## src/rtl/pc_fetch_unit.sv

```systemverilog
// Program counter and instruction-fetch sequencer: fetch at CurrentPC, hold for decode, advance on retire.
// Optional PC_ALIGN_CHECK_EN adds a sticky misaligned-PC fault (FaultMisalign port, FAULT state).
module pc_fetch_unit #(
    parameter logic [63:0] RESET_PC = 64'h0,
    parameter int          INSTR_W  = 32,
    parameter int          CNT_W    = 32
) (
    input  logic               CLK,
    input  logic               Reset_L,
    input  logic [63:0]        NextPC,
    input  logic               InstrRetire,
    output logic               IMemReq,
    output logic [63:0]        IMemAddr,
    input  logic               IMemAck,
    input  logic [INSTR_W-1:0] IMemData,
    output logic [63:0]        CurrentPC,
    output logic [INSTR_W-1:0] Instruction,
    output logic               InstrValid,
    output logic [CNT_W-1:0]   RetireCount
`ifdef PC_ALIGN_CHECK_EN
    ,
    output logic               FaultMisalign
`endif
);

`ifdef PC_ALIGN_CHECK_EN
    typedef enum logic [1:0] {S_IDLE, S_FETCH, S_HOLD, S_FAULT} state_t;
`else
    typedef enum logic [1:0] {S_IDLE, S_FETCH, S_HOLD} state_t;
`endif

    state_t state, state_nxt;
    logic   take_ack;
    logic   take_retire;
    logic   go_fault;

    always_ff @(posedge CLK or negedge Reset_L) begin
        if (!Reset_L) state <= S_IDLE;
        else          state <= state_nxt;
    end

    // Ack and retire are qualified by state here, so stray strobes never reach the datapath.
    always_comb begin
        state_nxt   = state;
        IMemReq     = 1'b0;
        take_ack    = 1'b0;
        take_retire = 1'b0;
        go_fault    = 1'b0;
        case (state)
            S_IDLE: state_nxt = S_FETCH;
            S_FETCH: begin
                IMemReq = 1'b1;
                if (IMemAck) begin
                    take_ack  = 1'b1;
                    state_nxt = S_HOLD;
                end
            end
            S_HOLD: begin
                if (InstrRetire) begin
                    take_retire = 1'b1;
                    state_nxt   = S_FETCH;
`ifdef PC_ALIGN_CHECK_EN
                    if (NextPC[1:0] != 2'b00) begin
                        go_fault  = 1'b1;
                        state_nxt = S_FAULT;
                    end
`endif
                end
            end
`ifdef PC_ALIGN_CHECK_EN
            S_FAULT: state_nxt = S_FAULT;
`endif
            default: state_nxt = S_IDLE;
        endcase
    end

    always_ff @(posedge CLK or negedge Reset_L) begin
        if (!Reset_L) begin
            CurrentPC   <= RESET_PC;
            Instruction <= '0;
            InstrValid  <= 1'b0;
            RetireCount <= '0;
        end else begin
            if (take_ack) begin
                Instruction <= IMemData;
                InstrValid  <= 1'b1;
            end
            if (take_retire) begin
                CurrentPC   <= NextPC;
                RetireCount <= RetireCount + CNT_W'(1);
                InstrValid  <= 1'b0;
            end
        end
    end

`ifdef PC_ALIGN_CHECK_EN
    always_ff @(posedge CLK or negedge Reset_L) begin
        if (!Reset_L)      FaultMisalign <= 1'b0;
        else if (go_fault) FaultMisalign <= 1'b1;
    end
`else
    logic unused_fault;
    assign unused_fault = go_fault;
`endif

    // Low address bits are forced to zero so a misaligned PC still fetches its containing word.
    assign IMemAddr = {CurrentPC[63:2], 2'b00};

endmodule
```

## config.mk

```make
export PLATFORM = sky130hd
export DESIGN_NAME = pc_fetch_unit
export DESIGN_NICKNAME = d
export VERILOG_FILES = /design/src/rtl/pc_fetch_unit.sv
export SDC_FILE = /design/constraint.sdc
export NUM_CORES = 1
export LEC_CHECK = 0
export ABC_AREA = 1
export BUFFER_PORTS_ARGS = -buffer_cell sky130_fd_sc_hd__buf_2
export CORE_MARGIN = 2
export CORE_UTILIZATION = 50
export DETAILED_ROUTE_END_ITERATION = 10
export PLACE_DENSITY = 0.86
export SLEW_MARGIN = 5
export SYNTH_ARGS = -nofsm -noshare
export SYNTH_HDL_FRONTEND = slang
export SYNTH_SLANG_ARGS = --single-unit
export TNS_END_PERCENT = 20
```

## constraint.sdc

```tcl
create_clock -name CLK -period 2.2 [get_ports CLK]
set_clock_uncertainty 0.15 [all_clocks]
set_input_delay 0.33 -clock CLK [delete_from_list [all_inputs] [get_ports CLK]]
set_output_delay 0.33 -clock CLK [all_outputs]
set_load 0.1 [all_outputs]
```

Word level (Yosys, flattened, before mapping). Index checks and enable logic that the tools add are counted.

Input bits: 100. Bits in writable memories: 0. Word-level logic and storage cells: 23. Memory bits (read-only): 0. Register bits: 131. Output and inout bits: 194. Memories: 0. Bits in latches: 0.

Reduce and logical (&&, ||, !) cells: 3. $mul: 0. Equal/unequal tests: 4. Shift-type cells: 0. Order comparisons: 0. $add $sub $neg: 1. Div/mod/pow operators: 0. Bitwise operators: 0. Muxes and demuxes: 10.

Operator list (number): 32-bit by 1-bit adder with 32-bit output, second input constant (1); 1-bit two-way mux (7); 2-bit case mux with 3 select lines (1); 2-bit two-way mux (2); 2-bit != test, second input constant (2); 2-bit by 1-bit == test with 1-bit output, second input constant (1); 2-bit == test, second input constant (1); 2-bit logical NOT (1); 2-bit AND reduction (1); 2-bit nonzero test (1).

Depth between registers and ports, before layout. Gate-level depths: netlist of the first run.

Depth in word-level cells: 4. Gate-level depth with buffers: 9. Mapped depth without buffers: 9.

Worst setup path before layout of the first run. OpenSTA, ideal clock, no wires.

Kind: register to register. Start point: register RetireCount[1]. End point: register RetireCount[14]. Path slack: -0.098 ns. Period minus slack after synthesis: 2.298 ns. Data required time: 1.891 ns. Path buffers: 0. Cell stages (with the launch flop): 8. Arrival time: 1.989 ns. Library setup time: 0.159 ns. Cells stage by stage: dfrtp_1 > ha_1 > nand3_2 > nor2_1 > nand2_1 > nor2_2 > nand2_1 > xnor2_1.

Cells in the longest elaborated chain, start to end: 1.

RTL lines: start: declaration (line 19) `output logic [CNT_W-1:0] RetireCount`; start signal: assignment (line 90) `RetireCount <= RetireCount + CNT_W'(1);`; 32-bit by 1-bit adder with 32-bit output (line 90).

No other way between the ends. A chain may end at the register's enable or synchronous reset.

Worst setup path after layout of the first run.
Start point: register state[1]. End point: output IMemReq.

Cells in the longest elaborated chain, start to end: 2.

RTL lines: start: declaration (line 32) `state_t state, state_nxt;`; start signal: assignment (line 39) `else state <= state_nxt;`; 2-bit by 1-bit == test with 1-bit output (line 49) `case (state)`; 1-bit two-way mux (line 49); end: declaration (line 12) `output logic IMemReq,`.

No other way between the ends.

==> summary.txt, run 1 <==
Cells and area
  – Fraction of layout instances using a drive strength above 1: 0.375
  – Final standard cell utilization of the core: 0.727
  – Post-route cell area: approximately 8700 µm²
  – Area grow syn2layout: 43.0%
  – Final #Nets: about 1100
  – Commonest cells after routing, fill and taps aside: sky130_fd_sc_hd__buf_2, sky130_fd_sc_hd__nand2_1, sky130_fd_sc_hd__dfrtp_1
  – Most common cell after layout, fill and taps aside: sky130_fd_sc_hd__buf_2

Die
  – Area of the die: 13100 µm²
  – Die outline width: 114 µm
  – Top Ports: between 200 and 300
  – Initial standard-cell utilization of the core: 0.508
  – Core Rows: 40
  – Die height: approximately 110 µm
  – Floorplan core area: 12000 µm²

Placed design
  – Port Buffer Count: 291
  – DP Area: a little over 7000 µm²
  – Global placer's final weighted congestion: about 0.87
  – Detailed placer's ending HPWL: ~11 mm

Setup path
  – Slowest cell on crit path: sky130_fd_sc_hd__buf_2
  – Worst Setup End Kind: output pin
  – Category of cells accounting for the largest share of critical-path delay: buffers and inverters
  – Critical path startpoint category: flip-flop
  – Worst setup path class: flip-flop to output pin
  – Required @ worst endpoint: 1.72 ns
  – CP Launch Point: state[1]
  – Worst-path cell chain: nor2_4, buf_2
  – Longest individual stage delay on the worst path: roughly 0.46 ns
  – Worst Path Arrival: roughly 1.5 ns
  – Start of the worst register-to-register path: state[0]
  – Biggest fanout along the worst timing path: 3
  – Number of buffers and inverters on the critical path: 1

Clock tree
  – CTS buffer count: 17
  – CTS tree: done
  – Sink Count: 131
  – CTS Root Buffer Type: sky130_fd_sc_hd__clkbuf_16
  – Post_cts resized: 0
  – CTS Buffer Depth: 2
  – Maximum level of the CTS H-tree: 4
  – Clk_lat worst skew: ~0.41 ns
  – Clock-pin slew on the worst setup and hold paths: about 0.060 ns
  – Number of buffers inserted by post-CTS setup repair: 0

Synthesis
  – Synthesized-area fraction occupied by and/or/nand/nor cells: 0.249
  – Mean instance size in the synthesized netlist: between 9 and 10 µm²
  – Number of synthesized flops with an enable pin: 0
  – Sequential-to-total area share from yosys stat: 0.539
  – Total of warnings raised by yosys: 0
  – Ys async rst share: 1.00
  – Top FF cell, synth: sky130_fd_sc_hd__dfrtp_1
  – Unique masters post-synth: 32
  – Xor/xnor share of the synthesized area: 0.0303
  – Count of mapped cells out of synthesis: ~670
  – Multiplexer share of the synthesized area: 0.0617
  – Share of synthesized cell area in full adder, half adder and majority cells: 0.00206
  – Main combinational cell family by area after synthesis: simple AND/OR/NAND/NOR gates
  – Cell area after technology mapping: between 6000 and 7000 µm²
  – Complex-gate fraction of the synthesized area: 0.00309
  – Flop and latch count out of synthesis: around 130

Timing
  – Final hold viol count: 0
  – Hold Worst Slack: ~0.019 ns
  – Final Slew Violations: 0
  – Max-slew headroom at the worst pin: 0.512
  – Final worst path period share: 0.891
  – Setup repair after global routing missed its margin: no
  – Total negative setup slack: 0 ns
  – Transition time at the pin with the least slew margin: 0.732 ns
  – Final critical delay including setup and external delays: approximately 2 ns
  – Fmax: between 500 and 600 MHz
  – Count of final setup violators: 0

Drt
  – Top sig layer: met5
  – Per-cell via count in the routed design: a little under 5
  – Detailed-route wire length: approximately 18 mm
  – Number of iterations in the first detailed-routing pass: 6
  – Via total after detailed routing: approximately 5700
  – DRT iter0 DRCs: between 500 and 600
  – Detailed-routed wire length on met3: 1.19 mm
  – Met1 Wirelength: around 7 mm
  – Remaining antenna violation count: 0
  – Wire length per cell: ~16 µm
  – Total DRC errors in the routed layout: 0
  – Wire length on met2: roughly 9.3 mm

Global route
  – Global-route wire length before repair: approximately 28 mm
  – Number of global-route vias before repair: 5677
  – Final global-route overflow total: 0
  – Pin count of the biggest net entering global routing: 132
  – Overall routing resource usage: 0.280
  – Initial antenna violation count: 2

Hold path
  – Path category of the worst min-delay check: input pin to flip-flop
  – Min-Delay Startpoint: IMemData[18]

Run status
  – Result of the run: finished, final reports clean

Run
  – Count of max-cap constraint violations: 0
## per-layer routing
metal | global-route usage | vias up
met5 | 0 | -
met4 | 0.121 | 2
met3 | 0.0836 | 54
met2 | 0.472 | 277
met1 | 0.335 | 2687
li1 | - | 2657
## cell usage after synthesis (2+ instances only)
master	count	area (µm²)
sky130_fd_sc_hd__xnor2_1	10	87.6
sky130_fd_sc_hd__nand3_1	15	75.1
sky130_fd_sc_hd__nand4_1	8	50.1
sky130_fd_sc_hd__buf_4	66	495
sky130_fd_sc_hd__nor2_1	42	158
sky130_fd_sc_hd__nand2_1	276	1040
sky130_fd_sc_hd__clkbuf_1	6	22.5
sky130_fd_sc_hd__nor2_2	7	43.8
sky130_fd_sc_hd__nand3_2	2	20.0
sky130_fd_sc_hd__inv_1	28	105
sky130_fd_sc_hd__nand3b_1	2	15.0
sky130_fd_sc_hd__buf_6	3	33.8
sky130_fd_sc_hd__xor2_1	11	96.3
sky130_fd_sc_hd__buf_2	7	35.0
sky130_fd_sc_hd__nor3_1	5	25.0
sky130_fd_sc_hd__mux2_4	4	60.1
sky130_fd_sc_hd__nand2_2	2	12.5
sky130_fd_sc_hd__dfrtp_1	131	3280
sky130_fd_sc_hd__mux2_2	28	315
## cell families after synthesis
logic type | Yosys count
buffers and inverters | 111
XOR/XNOR | 21
adder cells (fa/ha/maj) | 1
other | 1
AO/OA/AOI/OAI | 3
multiplexers | 32
AND/OR/NAND/NOR | 366
flip-flops | 131
## timing repair
| item | CTS | global route |
|---|---|---|
| setup endpoints to repair | 0 | 0 |
| endpoints found under the hold margin | 221 | 0 |
| hold buffers | 91 | 0 |
## worst paths after layout
kind                            slack, ns  cells after the start               to
worst max-delay path                 0.24                      2          IMemReq
worst min-delay path                 0.02                      2  Instruction[18]
worst max register to register       0.40                      7  RetireCount[21]
worst min register to register       0.33                      2     CurrentPC[1]
max in group asynchronous            0.92                      3  RetireCount[28]
min in group asynchronous            0.38                      3  RetireCount[23]
## through the flow
step / worst slack, ns / instances
floorplan: 0.0319 / 667
global placement: 0.551 / 1028
detailed placement: 0.469 / 1028
CTS: 0.205 / 1151
global route: 0.150 / 1152
finish: 0.240 / 1152
## layout make-up
type	instances	area (µm²)
clock buffer	23	478
antenna	1	2.50
tap	147	184
inverter	29	109
sequential	131	3280
timing repair buffer	387	2420
clock inverter	9	104
fill	833	3270
multi-input combinational	425	2110
## sequential cells by signal, indices dropped and copies added, names as in the netlist
| signal | cells |
|---|---|
| CurrentPC | 64 |
| Instruction | 32 |
| RetireCount | 32 |
| state | 2 |
| InstrValid | 1 |
Power of run 1 is not shown: default switching activity piles up to over one toggle a cycle in this logic, so the estimate is an artifact.
==> run 2: changes to the inputs <==
Settings changed: CORE_AREA set to 2 2 115 117, CORE_MARGIN 2 to unset, CORE_UTILIZATION 50 to unset, CTS_BUF_LIST set to sky130_fd_sc_hd__clkbuf_2 sky130_fd_sc_hd__clkbuf_4 sky130_fd_sc_hd__clkbuf_8, DIE_AREA set to 0 0 117 119, PLACE_DENSITY 0.86 to 0.83.
==> summary.txt, run 2 (same netlist as run 1, synthesis figures left out) <==
Timing
  – Total negative setup slack: 0 ns
  – Final worst path period share: 0.911
  – Final Slew Violations: 0
  – Transition time at the pin with the least slew margin: around 0.56 ns
  – Max-slew headroom at the worst pin: 0.624
  – Setup repair after global routing missed its margin: no
  – Count of final setup violators: 0
  – Fmax: between 400 and 500 MHz
  – Hold Worst Slack: ~0.046 ns
  – Final hold viol count: 0
  – Final critical delay including setup and external delays: roughly 2.0 ns

Clock tree
  – Maximum level of the CTS H-tree: 4
  – Clk_lat worst skew: roughly 0.43 ns
  – Sink Count: 131
  – Number of buffers inserted by post-CTS setup repair: 0
  – Clock-pin slew on the worst setup and hold paths: ~0.070 ns
  – CTS buffer count: 17
  – Post_cts resized: 0
  – CTS Root Buffer Type: sky130_fd_sc_hd__clkbuf_8
  – CTS Buffer Depth: 2
  – CTS tree: done
  – Count of hold-fix buffers inserted at cts: a little under 100

Setup path
  – Worst Path Arrival: 1.52 ns
  – Required @ worst endpoint: 1.72 ns
  – Biggest fanout along the worst timing path: 3
  – Number of buffers and inverters on the critical path: 2
  – Critical path startpoint category: flip-flop
  – Worst-path cell chain: inv_1, nor2_4, buf_2
  – CP Launch Point: state[0]
  – Worst Setup End Kind: output pin
  – Category of cells accounting for the largest share of critical-path delay: buffers and inverters
  – Worst setup path class: flip-flop to output pin
  – Slowest cell on crit path: sky130_fd_sc_hd__buf_2
  – Start of the worst register-to-register path: state[0]
  – Longest individual stage delay on the worst path: approximately 0.46 ns

Global route
  – Number of global-route vias before repair: between 5000 and 6000
  – Pin count of the biggest net entering global routing: 42
  – Initial antenna violation count: 1
  – Global-route wire length before repair: ~29 mm
  – Final global-route overflow total: 0
  – Overall routing resource usage: 0.267

Hold path
  – Path category of the worst min-delay check: input pin to flip-flop
  – Min-Delay Startpoint: InstrRetire

Cells and area
  – Register bank with the most flops: CurrentPC
  – Final #Nets: between 1000 and 1500
  – Area grow syn2layout: 42.7%
  – Regs by FF count: CurrentPC x64, Instruction x32, RetireCount x32
  – Final standard cell utilization of the core: 0.674
  – Antenna Cells: 0
  – Fraction of layout instances using a drive strength above 1: 0.377
  – Most common cell after layout, fill and taps aside: sky130_fd_sc_hd__buf_2
  – Commonest cells after routing, fill and taps aside: sky130_fd_sc_hd__buf_2, sky130_fd_sc_hd__nand2_1, sky130_fd_sc_hd__dfrtp_1
  – Max reg flops: 64

Run
  – Count of max-cap constraint violations: 0

Die
  – Floorplan core area: between 10000 and 15000 µm²
  – Core Rows: between 40 and 50
  – Die outline width: 117 µm
  – Die height: around 120 µm
  – Top Ports: a little under 300
  – Area of the die: approximately 14000 µm²
  – Initial standard-cell utilization of the core: 0.472

Drt
  – Total DRC errors in the routed layout: 0
  – Via total after detailed routing: 5781
  – Per-cell via count in the routed design: around 4.9
  – Remaining antenna violation count: 0
  – DRT iter0 DRCs: 363
  – Number of iterations in the first detailed-routing pass: 5
  – Wire length per cell: around 16 µm
  – Detailed-route wire length: ~19 mm

Placed design
  – Port Buffer Count: 291
  – Global placer's final weighted congestion: ~0.90
  – Detailed placer's ending HPWL: between 10 and 15 mm

Run status
  – Result of the run: finished, final reports clean
[run 2: stage by stage]
step | cells | worst slack [ns] | area, µm²
global placement | 1061 | 0.561 | 7280
CTS | 1191 | 0.145 | 8670
detailed placement | 1061 | 0.514 | 7280
floorplan | 667 | 0.0319 | 6090
finish | 1191 | 0.196 | 8670
global route | 1191 | 0.0878 | 8670
[run 2: final timing paths]
check                             endpoint  slack [ns]  depth (start not counted)
max                                IMemReq        0.20                          3
max reg2reg                  CurrentPC[10]        0.46                          6
min                               state[1]        0.05                          4
min in group asynchronous  RetireCount[21]        0.27                          2
max in group asynchronous  RetireCount[26]        1.02                          3
min reg2reg                   CurrentPC[1]        0.33                          2
[run 2: metal layers]
| metal | part of all wire | wire [µm] | global-route usage |
|---|---|---|---|
| met1 | 0.39 | 7250 | 0.326 |
| met2 | 0.51 | 9510 | 0.442 |
| met3 | 0.070 | 1300 | 0.0682 |
| met4 | 0.031 | 571 | 0.117 |
| met5 | 0.00038 | 7 | 0 |
[run 2: worst min-delay path: stages]
cell                      delay, ns
sky130_fd_sc_hd__buf_2         0.12
sky130_fd_sc_hd__nor3_1        0.06
sky130_fd_sc_hd__inv_1         0.04
sky130_fd_sc_hd__nand2_1       0.04
[run 2: cell type report]
type	count	area, µm²
Fill cell	976	4200
Inverter	29	109
Clock inverter	8	98.8
Sequential cell	131	3280
Timing Repair Buffer	398	2530
Clock buffer	24	318
Multi-Input combinational cell	425	2110
Tap cell	176	220
Power of run 2 is left out for the same reason.
==> run 3: changes to the inputs <==
Settings changed: CELL_PAD_IN_SITES_DETAIL_PLACEMENT set to 1, CELL_PAD_IN_SITES_GLOBAL_PLACEMENT set to 1, CORE_AREA 2 2 115 117 to unset, CORE_MARGIN set to 2, CORE_UTILIZATION set to 37, DIE_AREA 0 0 117 119 to unset, GPL_TIMING_DRIVEN set to 0, PLACE_DENSITY 0.83 to unset, PLACE_DENSITY_LB_ADDON set to 0.1.
==> summary.txt, run 3 (same netlist as run 1, synthesis figures left out) <==
Run
  – Count of max-cap constraint violations: 0

Drt
  – Per-cell via count in the routed design: between 4 and 5
  – DRT iter0 DRCs: about 190
  – Via total after detailed routing: between 5000 and 6000
  – Remaining antenna violation count: 0
  – Detailed-route wire length: 21.8 mm
  – Total DRC errors in the routed layout: 0
  – Number of iterations in the first detailed-routing pass: 4
  – Wire length per cell: 16.7 µm

Setup path
  – R2R depth: 8
  – Worst Setup End Kind: output pin
  – Worst setup path class: flip-flop to output pin
  – Biggest fanout along the worst timing path: 3
  – Required @ worst endpoint: roughly 1.7 ns
  – Worst-path cell chain: inv_1, nor2_4, buf_2
  – Worst Path Arrival: 1.55 ns
  – Longest individual stage delay on the worst path: about 0.46 ns
  – Slowest cell on crit path: sky130_fd_sc_hd__buf_2
  – Critical path startpoint category: flip-flop

Cells and area
  – Most common cell after layout, fill and taps aside: sky130_fd_sc_hd__buf_2
  – Area grow syn2layout: 52.1%
  – Final #Nets: about 1200
  – Max reg flops: 64
  – Register bank with the most flops: CurrentPC
  – Antenna Cells: 0
  – Final standard cell utilization of the core: 0.578
  – Regs by FF count: CurrentPC x64, Instruction x32, RetireCount x32
  – Commonest cells after routing, fill and taps aside: sky130_fd_sc_hd__buf_2, sky130_fd_sc_hd__nand2_1, sky130_fd_sc_hd__dfrtp_1
  – Fraction of layout instances using a drive strength above 1: 0.414

Run status
  – Result of the run: finished, final reports clean

Placed design
  – Global placer's final weighted congestion: a little under 0.8
  – Port Buffer Count: 291
  – Detailed placer's ending HPWL: 14.3 mm
  – Worst slack at placement: between 0.3 and 0.4 ns

Die
  – Die outline width: roughly 130 µm
  – Initial standard-cell utilization of the core: 0.380
  – Floorplan core area: between 15000 and 20000 µm²
  – Top Ports: 294
  – Die height: roughly 130 µm
  – Core Rows: 46
  – Area of the die: 17500 µm²

Timing
  – Count of final setup violators: 0
  – Setup repair after global routing missed its margin: no
  – Max-slew headroom at the worst pin: 0.562
  – Final Slew Violations: 0
  – Final critical delay including setup and external delays: ~2 ns
  – Final worst path period share: 0.921
  – Transition time at the pin with the least slew margin: 0.657 ns
  – Post-route worst setup slack: approximately 0.17 ns
  – Final hold viol count: 0
  – Fmax: just under 500 MHz

Global route
  – Overall routing resource usage: 0.257
  – Final global-route overflow total: 0
  – Pin count of the biggest net entering global routing: 67
  – Number of global-route vias before repair: between 6000 and 7000
  – Initial antenna violation count: 0
  – Global-route wire length before repair: 35.1 mm

Clock tree
  – Clk_lat worst skew: around 0.45 ns
  – CTS buffer count: 17
  – Number of buffers inserted by post-CTS setup repair: 0
  – CTS Root Buffer Type: sky130_fd_sc_hd__clkbuf_8
  – Maximum level of the CTS H-tree: 4
  – Clock-pin slew on the worst setup and hold paths: approximately 0.08 ns
  – CTS Buffer Depth: 2
  – CTS tree: done
  – Sink Count: approximately 130

Hold path
  – Number of cells on the worst hold path: 4
  – Path category of the worst min-delay check: input pin to flip-flop
-- run 3: cell types whose count changed in the layout (fill, tap and decap cells not counted), moves of 4 or more --
cell / before / now
sky130_fd_sc_hd__buf_6: 0 / 4
sky130_fd_sc_hd__buf_4: 8 / 66
sky130_fd_sc_hd__clkbuf_1: 0 / 6
sky130_fd_sc_hd__clkbuf_8: 22 / 18
sky130_fd_sc_hd__buf_2: 290 / 297
-- run 3: metal layers --
metal,vias to the layer above,track usage,wire (µm)
li1,2820,-,-
met1,2871,0.289,8620
met2,199,0.468,11500
met3,33,0.0742,1190
met4,0,0.0824,477
met5,-,0,0
-- run 3: path summary, 6_finish.rpt --
check | start | to | slack, ns
min in group asynchronous | Reset_L | RetireCount[27] | 0.29
max reg2reg | state[0] | RetireCount[23] | 0.35
min | InstrRetire | state[1] | 0.04
min reg2reg | InstrValid | InstrValid | 0.33
max | state[0] | IMemReq | 0.17
max in group asynchronous | Reset_L | CurrentPC[8] | 0.85
-- run 3: layout make-up --
| type | count | area, µm² |
|---|---|---|
| fillers | 1957 | 6760 |
| flip-flops and latches | 131 | 3280 |
| repair buffers | 390 | 2470 |
| multi-input cells | 425 | 2110 |
| plain buffers | 82 | 587 |
| well taps | 216 | 270 |
| clock buffers | 19 | 255 |
| clock inverters | 13 | 158 |
| inverters | 29 | 109 |
-- run 3: repair_timing --
item	CTS	global route
hold endpoints to repair	162	0
hold buffers	98	0
gates resized for setup	0	0
-- run 3: critical path: cells and delay by family (launching register included) --
family	cells	cell delay, ns
buffers and inverters	2	0.57
DFF	1	0.38
and+or+nand+nor	1	0.15
-- run 3: stage by stage --
stage	hold WS, ns	TNS (ns)	cell area, µm²	instances
4_1_cts	0.0108	0	9250	1305
2_1_floorplan	-0.116	0	6090	667
6_report	0.0434	0	9250	1305
3_3_place_gp	0.302	-165.22	7820	1174
3_5_place_dp	0.220	0	7850	1175
5_1_grt	0.0240	0	9250	1305
Power of run 3 is left out for the same reason.
